`src/rtl/roi_crop_pkg.sv`:
```
// roi_crop_pkg: shared FSM state type and crop-origin helper for the ROI crop stream.
package roi_crop_pkg;
  typedef enum logic {IDLE, ACTIVE} state_t;
  // Align the requested origin down to the beat grid, then keep the crop window inside the frame.
  function automatic logic [31:0] crop_origin(input logic [31:0] req, input logic [31:0] lim, input logic [31:0] align);
    logic [31:0] a;
    a = req / align * align;
    return (a > lim) ? lim : a;
  endfunction
endpackage

```
`src/rtl/axis_skid_buffer.sv`:
```
// axis_skid_buffer: 2-entry registered AXI-Stream buffer carrying data, user and last.
module axis_skid_buffer #(
  parameter int DW = 40
) (
  input  logic          clk,
  input  logic          rst,
  input  logic          in_valid,
  output logic          in_ready,
  input  logic [DW-1:0] in_data,
  input  logic          in_user,
  input  logic          in_last,
  output logic          out_valid,
  input  logic          out_ready,
  output logic [DW-1:0] out_data,
  output logic          out_user,
  output logic          out_last
);
  logic [DW+1:0] d0, d1, din;
  logic [1:0] cnt;
  logic push, pop;
  assign din = {in_user, in_last, in_data};
  assign in_ready = cnt != 2'd2;
  assign out_valid = cnt != 2'd0;
  assign push = in_valid & in_ready;
  assign pop = out_valid & out_ready;
  assign {out_user, out_last, out_data} = d0;
  // d0 is always the head; d1 only holds the second entry while the consumer stalls.
  always_ff @(posedge clk or posedge rst) begin
    if (rst) begin
      d0 <= '0;
      d1 <= '0;
      cnt <= 2'd0;
    end else begin
      cnt <= (push && !pop) ? cnt + 2'd1 : (pop && !push) ? cnt - 2'd1 : cnt;
      if (pop) d0 <= (cnt == 2'd2) ? d1 : din;
      else if (push && cnt == 2'd0) d0 <= din;
      if (push && !pop && cnt == 2'd1) d1 <= din;
    end
  end
endmodule

```
`src/rtl/roi_crop_stream.sv`:
```
// roi_crop_stream: crops a beat-aligned rectangular window out of a raster pixel stream.
module roi_crop_stream
  import roi_crop_pkg::*;
#(
  parameter int PIXEL_BIT_WIDTH = 10,
  parameter int PIXELS_PER_BEAT = 4,
  parameter int IN_ROWS = 20,
  parameter int IN_COLS = 20,
  parameter int OUT_ROWS = 10,
  parameter int OUT_COLS = 8
) (
  input  logic                                       clk,
  input  logic                                       rst,
  input  logic                                       s_axis_tvalid,
  output logic                                       s_axis_tready,
  input  logic [PIXELS_PER_BEAT*PIXEL_BIT_WIDTH-1:0] s_axis_tdata,
  input  logic                                       s_axis_tuser,
  input  logic [$clog2(IN_COLS)-1:0]                 crop_x0,
  input  logic [$clog2(IN_ROWS)-1:0]                 crop_y0,
  output logic                                       m_axis_tvalid,
  input  logic                                       m_axis_tready,
  output logic [PIXELS_PER_BEAT*PIXEL_BIT_WIDTH-1:0] m_axis_tdata,
  output logic                                       m_axis_tuser,
  output logic                                       m_axis_tlast,
  output logic                                       frame_done,
  output logic                                       sof_err
);
  localparam int DW = PIXELS_PER_BEAT * PIXEL_BIT_WIDTH;
  localparam int CB = IN_COLS / PIXELS_PER_BEAT;
  localparam int CBW = (CB > 1) ? $clog2(CB) : 1;
  localparam int XW = $clog2(IN_COLS);
  localparam int YW = $clog2(IN_ROWS);
  state_t state, state_n;
  logic [YW-1:0] row, row_n, y0, y0_n;
  logic [CBW-1:0] col, col_n;
  logic [XW-1:0] x0, x0_n;
  logic rdy_en, sk_ready, sof, in_frame, acc, fwd, f_user, f_last, last_col, last_row, done_n, err_n;
  logic [31:0] r, c, cx, xo, yo;
  assign s_axis_tready = rdy_en & sk_ready;
  always_ff @(posedge clk or posedge rst) begin
    if (rst) begin
      state <= IDLE;
      row <= '0;
      col <= '0;
      x0 <= '0;
      y0 <= '0;
      rdy_en <= 1'b0;
      frame_done <= 1'b0;
      sof_err <= 1'b0;
    end else begin
      state <= state_n;
      row <= row_n;
      col <= col_n;
      x0 <= x0_n;
      y0 <= y0_n;
      rdy_en <= 1'b1;
      frame_done <= done_n;
      sof_err <= err_n;
    end
  end
  // An SOF beat is always pixel (0,0) with freshly latched crop coordinates, in either state.
  always_comb begin
    sof = s_axis_tuser;
    acc = s_axis_tvalid & s_axis_tready;
    in_frame = sof | (state == ACTIVE);
    r = sof ? 32'd0 : 32'(row);
    c = sof ? 32'd0 : 32'(col);
    xo = sof ? crop_origin(32'(crop_x0), 32'(IN_COLS - OUT_COLS), 32'(PIXELS_PER_BEAT)) : 32'(x0);
    yo = sof ? crop_origin(32'(crop_y0), 32'(IN_ROWS - OUT_ROWS), 32'd1) : 32'(y0);
    cx = c * PIXELS_PER_BEAT;
    fwd = acc && in_frame && r >= yo && r < yo + OUT_ROWS && cx >= xo && cx < xo + OUT_COLS;
    f_user = r == yo && cx == xo;
    f_last = cx == xo + OUT_COLS - PIXELS_PER_BEAT;
    last_col = c == CB - 1;
    last_row = r == IN_ROWS - 1;
    state_n = state;
    row_n = row;
    col_n = col;
    x0_n = x0;
    y0_n = y0;
    done_n = 1'b0;
    err_n = 1'b0;
    if (acc && in_frame) begin
      x0_n = sof ? XW'(xo) : x0;
      y0_n = sof ? YW'(yo) : y0;
      err_n = sof && state == ACTIVE && (row != '0 || col != '0);
      col_n = last_col ? '0 : CBW'(c + 1);
      row_n = last_col ? (last_row ? '0 : YW'(r + 1)) : YW'(r);
      state_n = (last_col && last_row) ? IDLE : ACTIVE;
      done_n = last_col && last_row;
    end
  end
  axis_skid_buffer #(.DW(DW)) u_skid (
    .clk(clk),
    .rst(rst),
    .in_valid(fwd),
    .in_ready(sk_ready),
    .in_data(s_axis_tdata),
    .in_user(f_user),
    .in_last(f_last),
    .out_valid(m_axis_tvalid),
    .out_ready(m_axis_tready),
    .out_data(m_axis_tdata),
    .out_user(m_axis_tuser),
    .out_last(m_axis_tlast)
  );
endmodule
```
`config.mk`:
```
export PLATFORM = sky130hd
export DESIGN_NAME = roi_crop_stream
export DESIGN_NICKNAME = d
export VERILOG_FILES = /design/src/rtl/roi_crop_pkg.sv /design/src/rtl/axis_skid_buffer.sv /design/src/rtl/roi_crop_stream.sv
export SDC_FILE = /design/constraint.sdc
export NUM_CORES = 1
export LEC_CHECK = 0
export CELL_PAD_IN_SITES_DETAIL_PLACEMENT = 1
export CELL_PAD_IN_SITES_GLOBAL_PLACEMENT = 2
export CORE_MARGIN = 2
export CORE_UTILIZATION = 37
export DETAILED_ROUTE_END_ITERATION = 10
export PLACE_DENSITY_LB_ADDON = 0.15
export SLEW_MARGIN = 20
export SYNTH_ARGS = -nofsm -noshare
export SYNTH_HDL_FRONTEND = slang
export SYNTH_HIERARCHICAL = 1
export SYNTH_SLANG_ARGS = --single-unit
export TNS_END_PERCENT = 10
```
`constraint.sdc`:
```
create_clock -name clk -period 9.4 [get_ports clk]
set_input_delay 2.35 -clock clk [delete_from_list [all_inputs] [get_ports clk]]
set_output_delay 2.35 -clock clk [all_outputs]
set_load 0.05 [all_outputs]
```
==> metrics <==
status completed; Final Hold Viols 0; global-route wire length before repair ~22000 um; Buffers on Ports 98; worst path arrival time 6.67 ns; CP peak stage delay approximately 0.46 ns; Area growth, synth to finish 24.07%; synthesized net count 527; Overall Global Routing Usage 17.89%; Post-Syn Area 5416 sq um; skew final approximately 0.0089 ns; crit path cell chain clkdlybuf4s50_1, buf_4, nor2_1, a21oi_1, inv_1, ha_1, inv_1, ha_1, and2_1, o311ai_1, a21oi_1, nor4b_2, and2b_2, ha_1, nand2_2, buf_4, mux2_2; critical-path maximum fanout 34; estimated wirelength of the detail-placed design 8791 um; number of setup buffers added after CTS 0; Residual DRC 0; commonest non-fill, non-tap cell in the layout dfrtp_1; area of the multi-input gates 2410 sq um; Syn Area/Cell 12.17 sq um; LEAKAGE 3.049 nW; Fin Setup TNS 0 ns; grt ovf 0; CTS Hold Buffers Added 0; Crit-path slowest cell clkdlybuf4s50_1; drt pass-1 iters 4; vias ~3800; Relative slew margins 30.97%; Clock Power Share 17.7%; WS Path Type in -> reg; num rows 44; Core ar. between 10000 and 15000 sq um; CTS root buf clkbuf_16; initial antenna violation count 0; clk slew on worst S/H paths around 0.07 ns; pin count of the biggest net entering global routing 66; crit end category flip-flop; Hold Path Class reg -> reg; PD cells 309.3 nW/um^2; register share of total power 32.3%; Clock Path Buffers 2; ANT cells 0; min cycle time layout 6.446 ns; Tightest Pin Transition 1.034 ns; most frequent cells in the layout dfrtp_1, clkdlybuf4s50_1, or3_1, mux2_2, o221a_2; yosys warns 6; Starting DRT DRC Count 254; most common flop cell mapped by yosys dfrtp_1; final cell count without fillers 720; final net count between 600 and 700; worst skew pair latency 0.35 ns; WP data required between 9 and 10 ns; Async SR Flop Fraction 100.0%; DIE HEIGHT 125.0 um; Critical Path Start Type input pin; Yosys reg bits 108; cell total after placement 705; RSZ-0062 raised after global routing no; WL per Instance about 19 um; register area share after synthesis 49.90%; Mapped Cells 445; maximum VDD drop 0.1143 mV; TritonCTS Buffers 9; PostCTS Resize Cnt 0; period utilization 68.57%; Internal Power ~0.0012 W; Fillers around 1500; H-tree Lvls 3; most frequent CP cell ha_1; CTS tree done; Max Fclk 155.1 MHz; DIE WIDTH around 120 um; layout cell share with drive strength beyond 1 21.27%; # Max-Cap Violations 0; Switching Fraction about two fifths; Logic pwr share 49.9%; Slew Limit Fails 0; DIE AREA 15620 sq um; Sink Count 108; Detail Route Antenna Nets 0; Final Setup Violations 0; Sw Pwr 0.0008579 W; FF+latch area about 2700 sq um; vias in the first global route 4197; Vias/cell 5.321; Starting Density 37.55%; total wire length 13350 um; post-synth cell types 57; IO Pins a little over 100; Post-synth EDFFs 0; routability cong. 0.7634
==> area by class of cell <==
class                      count  area share, %
clock buffer                  10          3.407
clock inverter                 5         0.8006
inverter                      20          1.136
multi-input combinational    290          35.86
sequential                   108          40.22
tap                          184          3.426
timing repair buffer         103          15.16
==> sequential cells by signal (all words and copies together), names as in the netlist <==
name,cells
u_skid/cnt,2
frame_done,1
y0,5
u_skid/d0,42
sof_err,1
state,1
rdy_en,1
x0,5
u_skid/d1,42
row,5
col,3
==> through the flow <==
stage	power (W)	area, sq um	hold WS [ns]	utilization (%)	setup WS, ns
floorplan	0.001412	5416	0.4473	-	4.039
global placement	0.001695	6437	0.4700	44.63	2.645
detailed placement	0.001724	6437	0.4720	44.63	2.511
CTS	0.002109	6720	0.4876	46.59	2.894
global route	0.002200	6720	0.5066	46.59	2.673
finish	0.002079	6720	0.4790	46.59	2.954
==> cells by family after synthesis <==
logic type      Yosys count  share of synthesized area (%)
buf+inv                  47                          5.659
compound gates           96                          15.71
mux                      43                          8.917
other cells               1                        0.06923
flops                   108                          49.90
fa+ha+maj                27                          6.237
simple gates            119                          12.87
xor+xnor                  4                         0.6469
==> metal layers <==
| metal | part of all wire (%) | global-route usage [%] | up-vias |
|---|---|---|---|
| met1 | 46 | 23.39 | 1940 |
| met2 | 50 | 30.63 | 72 |
| met4 | 1.4 | 5.686 | 0 |
| met3 | 3.0 | 2.781 | 10 |
| met5 | 0 | 0 | - |
| li1 | - | - | 1809 |
==> power by group through the flow <==
stage	logic [W]	registers [W]	clock network (W)
2_1_floorplan	0.000422	0.000990	0
3_3_place_gp	0.00102	0.000675	0
3_5_place_dp	0.00104	0.000683	0
4_1_cts	0.00105	0.000675	0.000386
5_1_grt	0.00110	0.000693	0.000407
6_report	0.00104	0.000672	0.000369
==> critical path: cells and delay by family <==
kind	cells	cell delay, ns
adder cells (fa/ha/maj)	3	0.81
AND/OR/NAND/NOR	5	1.18
buffers and inverters	5	1.35
AO/OA/AOI/OAI	3	0.65
multiplexers	1	0.32
==> synthesized netlist by cell type, drive strengths merged, types with 3 or more instances <==
master / number / share of area [%]
ha: 27 / 6.2
and2: 7 / 0.81
buf: 27 / 4.3
a21oi: 11 / 1.0
o31ai: 3 / 0.42
or2: 3 / 0.35
nor2b: 8 / 1.0
mux2: 42 / 8.7
nand2b: 5 / 0.72
o21ai: 18 / 1.9
a21o: 6 / 0.83
nor2: 14 / 0.97
o221a: 42 / 8.7
or3: 42 / 4.9
nand3: 4 / 0.37
xnor2: 3 / 0.49
dfrtp: 108 / 50
nand2: 24 / 1.8
inv: 20 / 1.4
==> worst paths after layout <==
check | from | end | slack, ns | cells after the start
worst max-delay path | s_axis_tuser | u_skid/d1[2]$_DFFE_PP0P_ | 2.95 | 17
worst min-delay path | y0[2]$_DFFE_PP0P_ | y0[2]$_DFFE_PP0P_ | 0.48 | 2
worst max register to register | x0[3]$_DFFE_PP0P_ | u_skid/d1[2]$_DFFE_PP0P_ | 5.46 | 15
worst min register to register | y0[2]$_DFFE_PP0P_ | y0[2]$_DFFE_PP0P_ | 0.48 | 2
max in group asynchronous | rst | u_skid/d1[41]$_DFFE_PP0P_ | 5.89 | 3
min in group asynchronous | rst | u_skid/d1[8]$_DFFE_PP0P_ | 2.34 | 2
(Power assumes the default switching activity.)
